<file path="src/rtl/keypad_emu_pkg.sv">
// keypad_emu_pkg: shared types and helpers for the keypad emulator.
//   state_e       - contact FSM states
//   cmd_res_e     - outcome of a command presented while ready
//   check_cmd()   - classifies a command against the current state/latched key
package keypad_emu_pkg;

  localparam int SCAN_IDX_W  = 2;
  localparam int SENSE_IDX_W = 3;

  typedef enum logic [1:0] {IDLE, BOUNCE_DN, HELD, BOUNCE_UP} state_e;
  typedef enum logic [1:0] {CMD_ACCEPT, CMD_IGNORE, CMD_REJECT} cmd_res_e;

  // Only meaningful in IDLE/HELD; bounce states never sample commands.
  function automatic cmd_res_e check_cmd(
    input state_e                 st,
    input logic                   press,
    input logic [SCAN_IDX_W-1:0]  scan,
    input logic [SENSE_IDX_W-1:0] sense,
    input logic [SCAN_IDX_W-1:0]  lat_scan,
    input logic [SENSE_IDX_W-1:0] lat_sense,
    input int                     n_scan,
    input int                     n_sense
  );
    cmd_res_e res;
    logic     same;
    same = (scan == lat_scan) && (sense == lat_sense);
    res  = CMD_IGNORE;
    if (int'(scan) >= n_scan || int'(sense) >= n_sense) begin
      res = CMD_REJECT;
    end else begin
      case (st)
        IDLE:    res = press ? CMD_ACCEPT : CMD_REJECT;
        HELD:    res = press ? (same ? CMD_IGNORE : CMD_REJECT)
                             : (same ? CMD_ACCEPT : CMD_REJECT);
        default: res = CMD_IGNORE;
      endcase
    end
    return res;
  endfunction

endpackage

</file>
<file path="src/rtl/keypad_emulator_bounce_timer.sv">
// bounce_timer: times a bounce sequence of BOUNCE_PERIODS periods, each
// BOUNCE_CYCLES clocks long.
//   clk, rst  - clock, synchronous active-high reset
//   start_i   - (re)starts the sequence at period 0, cycle 0
//   parity_o  - LSB of the current period index
//   done_o    - high during the last cycle of the last period
module bounce_timer #(
  parameter int BOUNCE_CYCLES  = 8,
  parameter int BOUNCE_PERIODS = 4,
  parameter int CNT_W          = 16
) (
  input  logic clk,
  input  logic rst,
  input  logic start_i,
  output logic parity_o,
  output logic done_o
);

  localparam int PER_W = (BOUNCE_PERIODS > 2) ? $clog2(BOUNCE_PERIODS) : 1;

  logic             active_q;
  logic [CNT_W-1:0] cnt_q;
  logic [PER_W-1:0] per_q;
  logic             last_cyc, last_per;

  assign last_cyc = (cnt_q == CNT_W'(BOUNCE_CYCLES - 1));
  assign last_per = (per_q == PER_W'(BOUNCE_PERIODS - 1));
  assign done_o   = active_q & last_cyc & last_per;
  assign parity_o = per_q[0];

  always_ff @(posedge clk) begin
    if (rst) begin
      active_q <= 1'b0;
      cnt_q    <= '0;
      per_q    <= '0;
    end else if (start_i) begin
      active_q <= 1'b1;
      cnt_q    <= '0;
      per_q    <= '0;
    end else if (active_q) begin
      if (last_cyc) begin
        cnt_q <= '0;
        per_q <= per_q + PER_W'(1);
        if (last_per) active_q <= 1'b0;
      end else begin
        cnt_q <= cnt_q + CNT_W'(1);
      end
    end
  end

endmodule

</file>
<file path="src/rtl/keypad_emulator.sv">
// keypad_emulator: single-key matrix keypad model (responder side of a scan
// interface) with programmable contact bounce.
//   clk, rst                 - clock, synchronous active-high reset
//   cmd_valid/cmd_ready      - command handshake
//   cmd_press/scan/sense     - press(1)/release(0) of key (scan, sense)
//   scan_in                  - scanner scan lines, active-low
//   sense_out                - sense lines back to scanner, active-low, registered
//   key_down                 - contact settled closed
//   err                      - one-cycle pulse on a rejected command
module keypad_emulator
  import keypad_emu_pkg::*;
#(
  parameter int N_SCAN         = 4,
  parameter int N_SENSE        = 6,
  parameter int BOUNCE_CYCLES  = 8,
  parameter int BOUNCE_PERIODS = 4,
  parameter int CNT_W          = 16
) (
  input  logic                   clk,
  input  logic                   rst,
  input  logic                   cmd_valid,
  output logic                   cmd_ready,
  input  logic                   cmd_press,
  input  logic [SCAN_IDX_W-1:0]  cmd_scan,
  input  logic [SENSE_IDX_W-1:0] cmd_sense,
  input  logic [N_SCAN-1:0]      scan_in,
  output logic [N_SENSE-1:0]     sense_out,
  output logic                   key_down,
  output logic                   err
);

  state_e                 state_q;
  logic [SCAN_IDX_W-1:0]  scan_q;
  logic [SENSE_IDX_W-1:0] sense_idx_q;
  logic [N_SENSE-1:0]     sense_q, sense_d;
  logic                   ready_q, key_down_q, err_q;
  logic                   parity, done, contact, start;
  cmd_res_e               res;

  assign res   = check_cmd(state_q, cmd_press, cmd_scan, cmd_sense,
                           scan_q, sense_idx_q, N_SCAN, N_SENSE);
  assign start = cmd_valid & ready_q & (res == CMD_ACCEPT);

  bounce_timer #(
    .BOUNCE_CYCLES (BOUNCE_CYCLES),
    .BOUNCE_PERIODS(BOUNCE_PERIODS),
    .CNT_W         (CNT_W)
  ) u_timer (
    .clk     (clk),
    .rst     (rst),
    .start_i (start),
    .parity_o(parity),
    .done_o  (done)
  );

  // Press bounce starts closed, release bounce starts open.
  always_comb begin
    contact = 1'b0;
    case (state_q)
      BOUNCE_DN: contact = ~parity;
      HELD:      contact = 1'b1;
      BOUNCE_UP: contact = parity;
      default:   contact = 1'b0;
    endcase
  end

  // Only the latched scan line can pull the latched sense line low.
  always_comb begin
    sense_d = '1;
    if (contact && !scan_in[scan_q]) sense_d[sense_idx_q] = 1'b0;
  end

  always_ff @(posedge clk) begin
    if (rst) sense_q <= '1;
    else     sense_q <= sense_d;
  end

  always_ff @(posedge clk) begin
    if (rst) begin
      state_q     <= IDLE;
      ready_q     <= 1'b1;
      key_down_q  <= 1'b0;
      err_q       <= 1'b0;
      scan_q      <= '0;
      sense_idx_q <= '0;
    end else begin
      err_q <= cmd_valid & ready_q & (res == CMD_REJECT);
      case (state_q)
        IDLE: if (start) begin
          state_q     <= BOUNCE_DN;
          ready_q     <= 1'b0;
          scan_q      <= cmd_scan;
          sense_idx_q <= cmd_sense;
        end
        BOUNCE_DN: if (done) begin
          state_q    <= HELD;
          ready_q    <= 1'b1;
          key_down_q <= 1'b1;
        end
        HELD: if (start) begin
          state_q    <= BOUNCE_UP;
          ready_q    <= 1'b0;
          key_down_q <= 1'b0;
        end
        BOUNCE_UP: if (done) begin
          state_q <= IDLE;
          ready_q <= 1'b1;
        end
        default: state_q <= IDLE;
      endcase
    end
  end

  assign sense_out = sense_q;
  assign cmd_ready = ready_q;
  assign key_down  = key_down_q;
  assign err       = err_q;

endmodule

</file>
<file path="config.mk">
export PLATFORM = sky130hd
export DESIGN_NAME = keypad_emulator
export DESIGN_NICKNAME = d
export VERILOG_FILES = /design/src/rtl/keypad_emu_pkg.sv /design/src/rtl/keypad_emulator_bounce_timer.sv /design/src/rtl/keypad_emulator.sv
export SDC_FILE = /design/constraint.sdc
export NUM_CORES = 1
export LEC_CHECK = 0
export BUFFER_PORTS_ARGS = -buffer_cell sky130_fd_sc_hd__buf_2
export CAP_MARGIN = 40
export CORE_MARGIN = 2
export CORE_UTILIZATION = 40
export DETAILED_ROUTE_END_ITERATION = 10
export GPL_ROUTABILITY_DRIVEN = 0
export GPL_TIMING_DRIVEN = 0
export PLACE_DENSITY_LB_ADDON = 0.25
export REMOVE_ABC_BUFFERS = 1
export SLEW_MARGIN = 20
export SYNTH_ARGS = -nofsm -noshare
export SYNTH_HDL_FRONTEND = slang
export SYNTH_HIERARCHICAL = 1
export SYNTH_SLANG_ARGS = --single-unit
</file>
<file path="constraint.sdc">
create_clock -name clk -period 4.4 [get_ports clk]
set_input_delay 0.88 -clock clk [delete_from_list [all_inputs] [get_ports clk]]
set_output_delay 0.88 -clock clk [all_outputs]
set_load 0.005 [all_outputs]
</file>
==> results.py <==
metrics = {
    "yosys": {
        "ys.warnings.count": 6,
        "ys.flop_type": "dfxtp_1",
        "synth_edf_count": 0,
        "synthCells": 191,
        "avgSynthCellArea_sq_um": 9.06,
        "ys_seq_elements": 35,
        "ys_seq_area_share_pct": 40.5,
        "mappedNetlistArea_sq_um": 1730,
        "ys_types": 43,
        "ys_async_sr_fraction_pct": 0,
    },
    "clock_network": {
        "root_buffer": "clkbuf_8",
        "htreeDepth": 2,
        "cts_tree": "built",
        "post_cts_resized": 0,
        "clkTransAtPathRegs_ns": 0.07,
        "insertion_delay_ns": 0.28,
        "cts_buffers": 5,
        "clkSinkCount": 35,
        "ctsHoldBuffers": 0,
        "clockBufferDepth": 2,
        "post_cts_buffers": 0,
    },
    "placed_design": {
        "place_ws_ns": 1.74,
        "numPortBuffers": 21,
        "place_area_sq_um": 1860,
        "place_hpwl_um": 2310,
        "dpl.cell_count": 256,
    },
    "critical_path": {
        "cp_max_fo": 16,
        "cp-endpoint": "u_timer/cnt_q[8]",
        "path_buf_inv": 1,
        "reg2reg_depth": 7,
        "cp_slowest_cell": "or3_1",
        "ff2ff_setup_slack_ns": 2.16,
        "worstReg2RegStart": "state_q[0]",
        "cpPeakStageDelay_ns": 0.47,
        "crit_family": "simple AND/OR/NAND/NOR gates",
        "crit_path_end_kind": "flop",
        "critical_path.startpoint_type": "input port",
        "cp.depth": 7,
        "r2r_end": "u_timer/cnt_q[15]",
        "critical_path_class": "in2reg",
        "startpoint": "cmd_sense[1]",
        "arrival_ns": 2.50,
        "path_cells": "buf_2 -> xnor2_1 -> nand3_1 -> o21ai_0 -> o211a_1 -> or3_1 -> nor2_1",
        "crit_required_ns": 4.55,
    },
    "detailed_routing": {
        "first_pass_iters": 4,
        "avgRoutedWirePerCell_um": 12.0,
        "drt_iter0_drc": 95,
        "viasPerCell": 5.18,
        "num_vias": 1367,
        "drc": 0,
        "wirelength_um": 3180,
        "postRouteAntennaNets": 0,
    },
    "layout": {
        "final_cells": 264,
        "antennaDiodeCount": 0,
        "drive_above_1_share_pct": 18.7,
        "area_delta_synth_final_pct": 12.6,
        "nets": 232,
        "design_area_sq_um": 1950,
        "fillers": 400,
        "final_common_cell": "dfxtp_1",
        "mostFrequentLayoutCells": "35 x dfxtp_1, 30 x nor2_1, 21 x buf_2",
    },
    "timing": {
        "relSlewSlack_pct": 65.5,
        "rsz0062_at_grt": "no",
        "post-route-min-period_ns": 2.35,
        "skew_ns": 0.00316,
        "tightest_slew_ns": 0.518,
        "hold_viol_final": 0,
        "max_freq_mhz": 426,
        "setup_violations": 0,
        "worst_slack_ns": 2.05,
        "tns_ns": 0,
        "fin_crit_sh_pct": 53.3,
        "slew_viol_final": 0,
    },
    "grt": {
        "grt_max_degree": 18,
        "grt_use_met1_pct": 18.9,
        "antenna_found_initial": 0,
        "overflow": 0,
        "use_met3_pct": 4.94,
        "grt_pass1_wl_um": 5640,
        "first_global_vias": 1237,
        "busiest_layer": "met2",
        "grt_usage_pct": 14.2,
        "gr-usage-met2_pct": 21.2,
    },
    "power_and_ir_drop": {
        "leakagePower_nw": 0.727,
        "p_per_area_nw_per_um2": 387,
        "peakVddDrop_mv": 0.185,
    },
    "floorplanning": {
        "die_area_sq_um": 4870,
        "rows": 23,
        "ioPinCount": 22,
        "die_h_um": 69.8,
        "start_util_pct": 42.3,
        "die_w_um": 69.8,
        "core_area_sq_um": 4090,
    },
    "min_path": {
        "worstHoldStart": "u_timer/cnt_q[15]",
        "min_path_type": "reg2reg",
    },
    "status": {
        "status": "finished, final reports clean",
    },
    "flow_run": {
        "maxCapViolCount": 0,
    },
}
-- report_power, final --
part           internal, mW  total (mW)  leakage, nW  switching [mW]
Combinational        0.0798       0.171        0.396          0.0909
Clock                 0.108       0.220       0.0477           0.112
Sequential            0.338       0.362        0.283          0.0248
Total                 0.526       0.753        0.727           0.228
-- registers in the layout, summed over array words and instances, names as in the netlist --
name,flops
u_timer/cnt_q,16
sense_out,6
sense_idx_q,3
scan_q,2
state_q,2
u_timer/per_q,2
cmd_ready,1
err,1
key_down,1
u_timer/active_q,1
-- worst register-to-register path, cell delays in order, from the launching register on --
cell and delay [ns]:
dfxtp_1 0.34, inv_1 0.09, ha_1 0.34, nand2_1 0.13, o21a_1 0.14, o211a_1 0.28, or3_1 0.63, a21oi_1 0.22
-- metrics by stage --
step	hold slack, ns	total power, mW	utilization, %
floorplan	0.458	0.501	-
global route	0.565	0.808	47.7
detailed placement	0.496	0.542	45.6
finish	0.511	0.753	47.7
CTS	0.512	0.765	47.7
global placement	0.483	0.540	45.6
-- how the worst min path moves through the flow --
stage | cells past startpoint | slack, ns | to
global placement | 2 | 0.48 | u_timer/cnt_q[15]
detailed placement | 2 | 0.50 | u_timer/cnt_q[15]
CTS | 2 | 0.51 | u_timer/cnt_q[15]
finish | 2 | 0.51 | u_timer/cnt_q[15]
global route | 2 | 0.57 | err
floorplan | 2 | 0.46 | u_timer/cnt_q[15]
-- synth_stat cells (2+ instances only) --
cell type / n / area, sq um
o21ai_0: 3 / 15.0
clkbuf_1: 2 / 7.51
a21oi_1: 3 / 15.0
nor4_1: 6 / 37.5
buf_2: 2 / 10.0
nor2_2: 2 / 12.5
dfxtp_1: 35 / 701
ha_1: 6 / 75.1
nand3_1: 4 / 20.0
nor4b_1: 2 / 17.5
xnor2_1: 16 / 140
nor2b_1: 5 / 31.3
nand2_1: 17 / 63.8
nor2_1: 30 / 113
inv_1: 6 / 22.5
mux2i_1: 8 / 80.1
or3_1: 2 / 12.5
xor2_1: 4 / 35.0
a211oi_1: 2 / 15.0
nand4_1: 4 / 25.0
nor3_1: 10 / 50.1
-- kinds of logic after synthesis --
family | count (synthesis) | share of synthesized area (%)
AND/OR/NAND/NOR | 92 | 28.5
multiplexers | 9 | 5.93
AO/OA/AOI/OAI | 17 | 7.38
XOR/XNOR | 20 | 10.1
adder cells (fa/ha/maj) | 6 | 4.34
flip-flops | 35 | 40.5
buffers and inverters | 12 | 3.25
-- layout make-up --
class / instances / area (sq um) / area share, %
inverters: 6 / 22.5 / 1.16
clock inverters: 3 / 15.0 / 0.771
clock buffers: 5 / 68.8 / 3.53
multi-input cells: 144 / 973 / 50.0
flip-flops and latches: 35 / 701 / 36.0
well taps: 50 / 62.6 / 3.21
repair buffers: 21 / 105 / 5.39
-- metal layers --
layer | wire [um] | part of all wire [%]
met2 | 1380 | 43
met4 | 48 | 1.5
met5 | 0 | 0
met1 | 1630 | 51
met3 | 125 | 3.9
No activity file was read; power rests on OpenSTA's default activity.
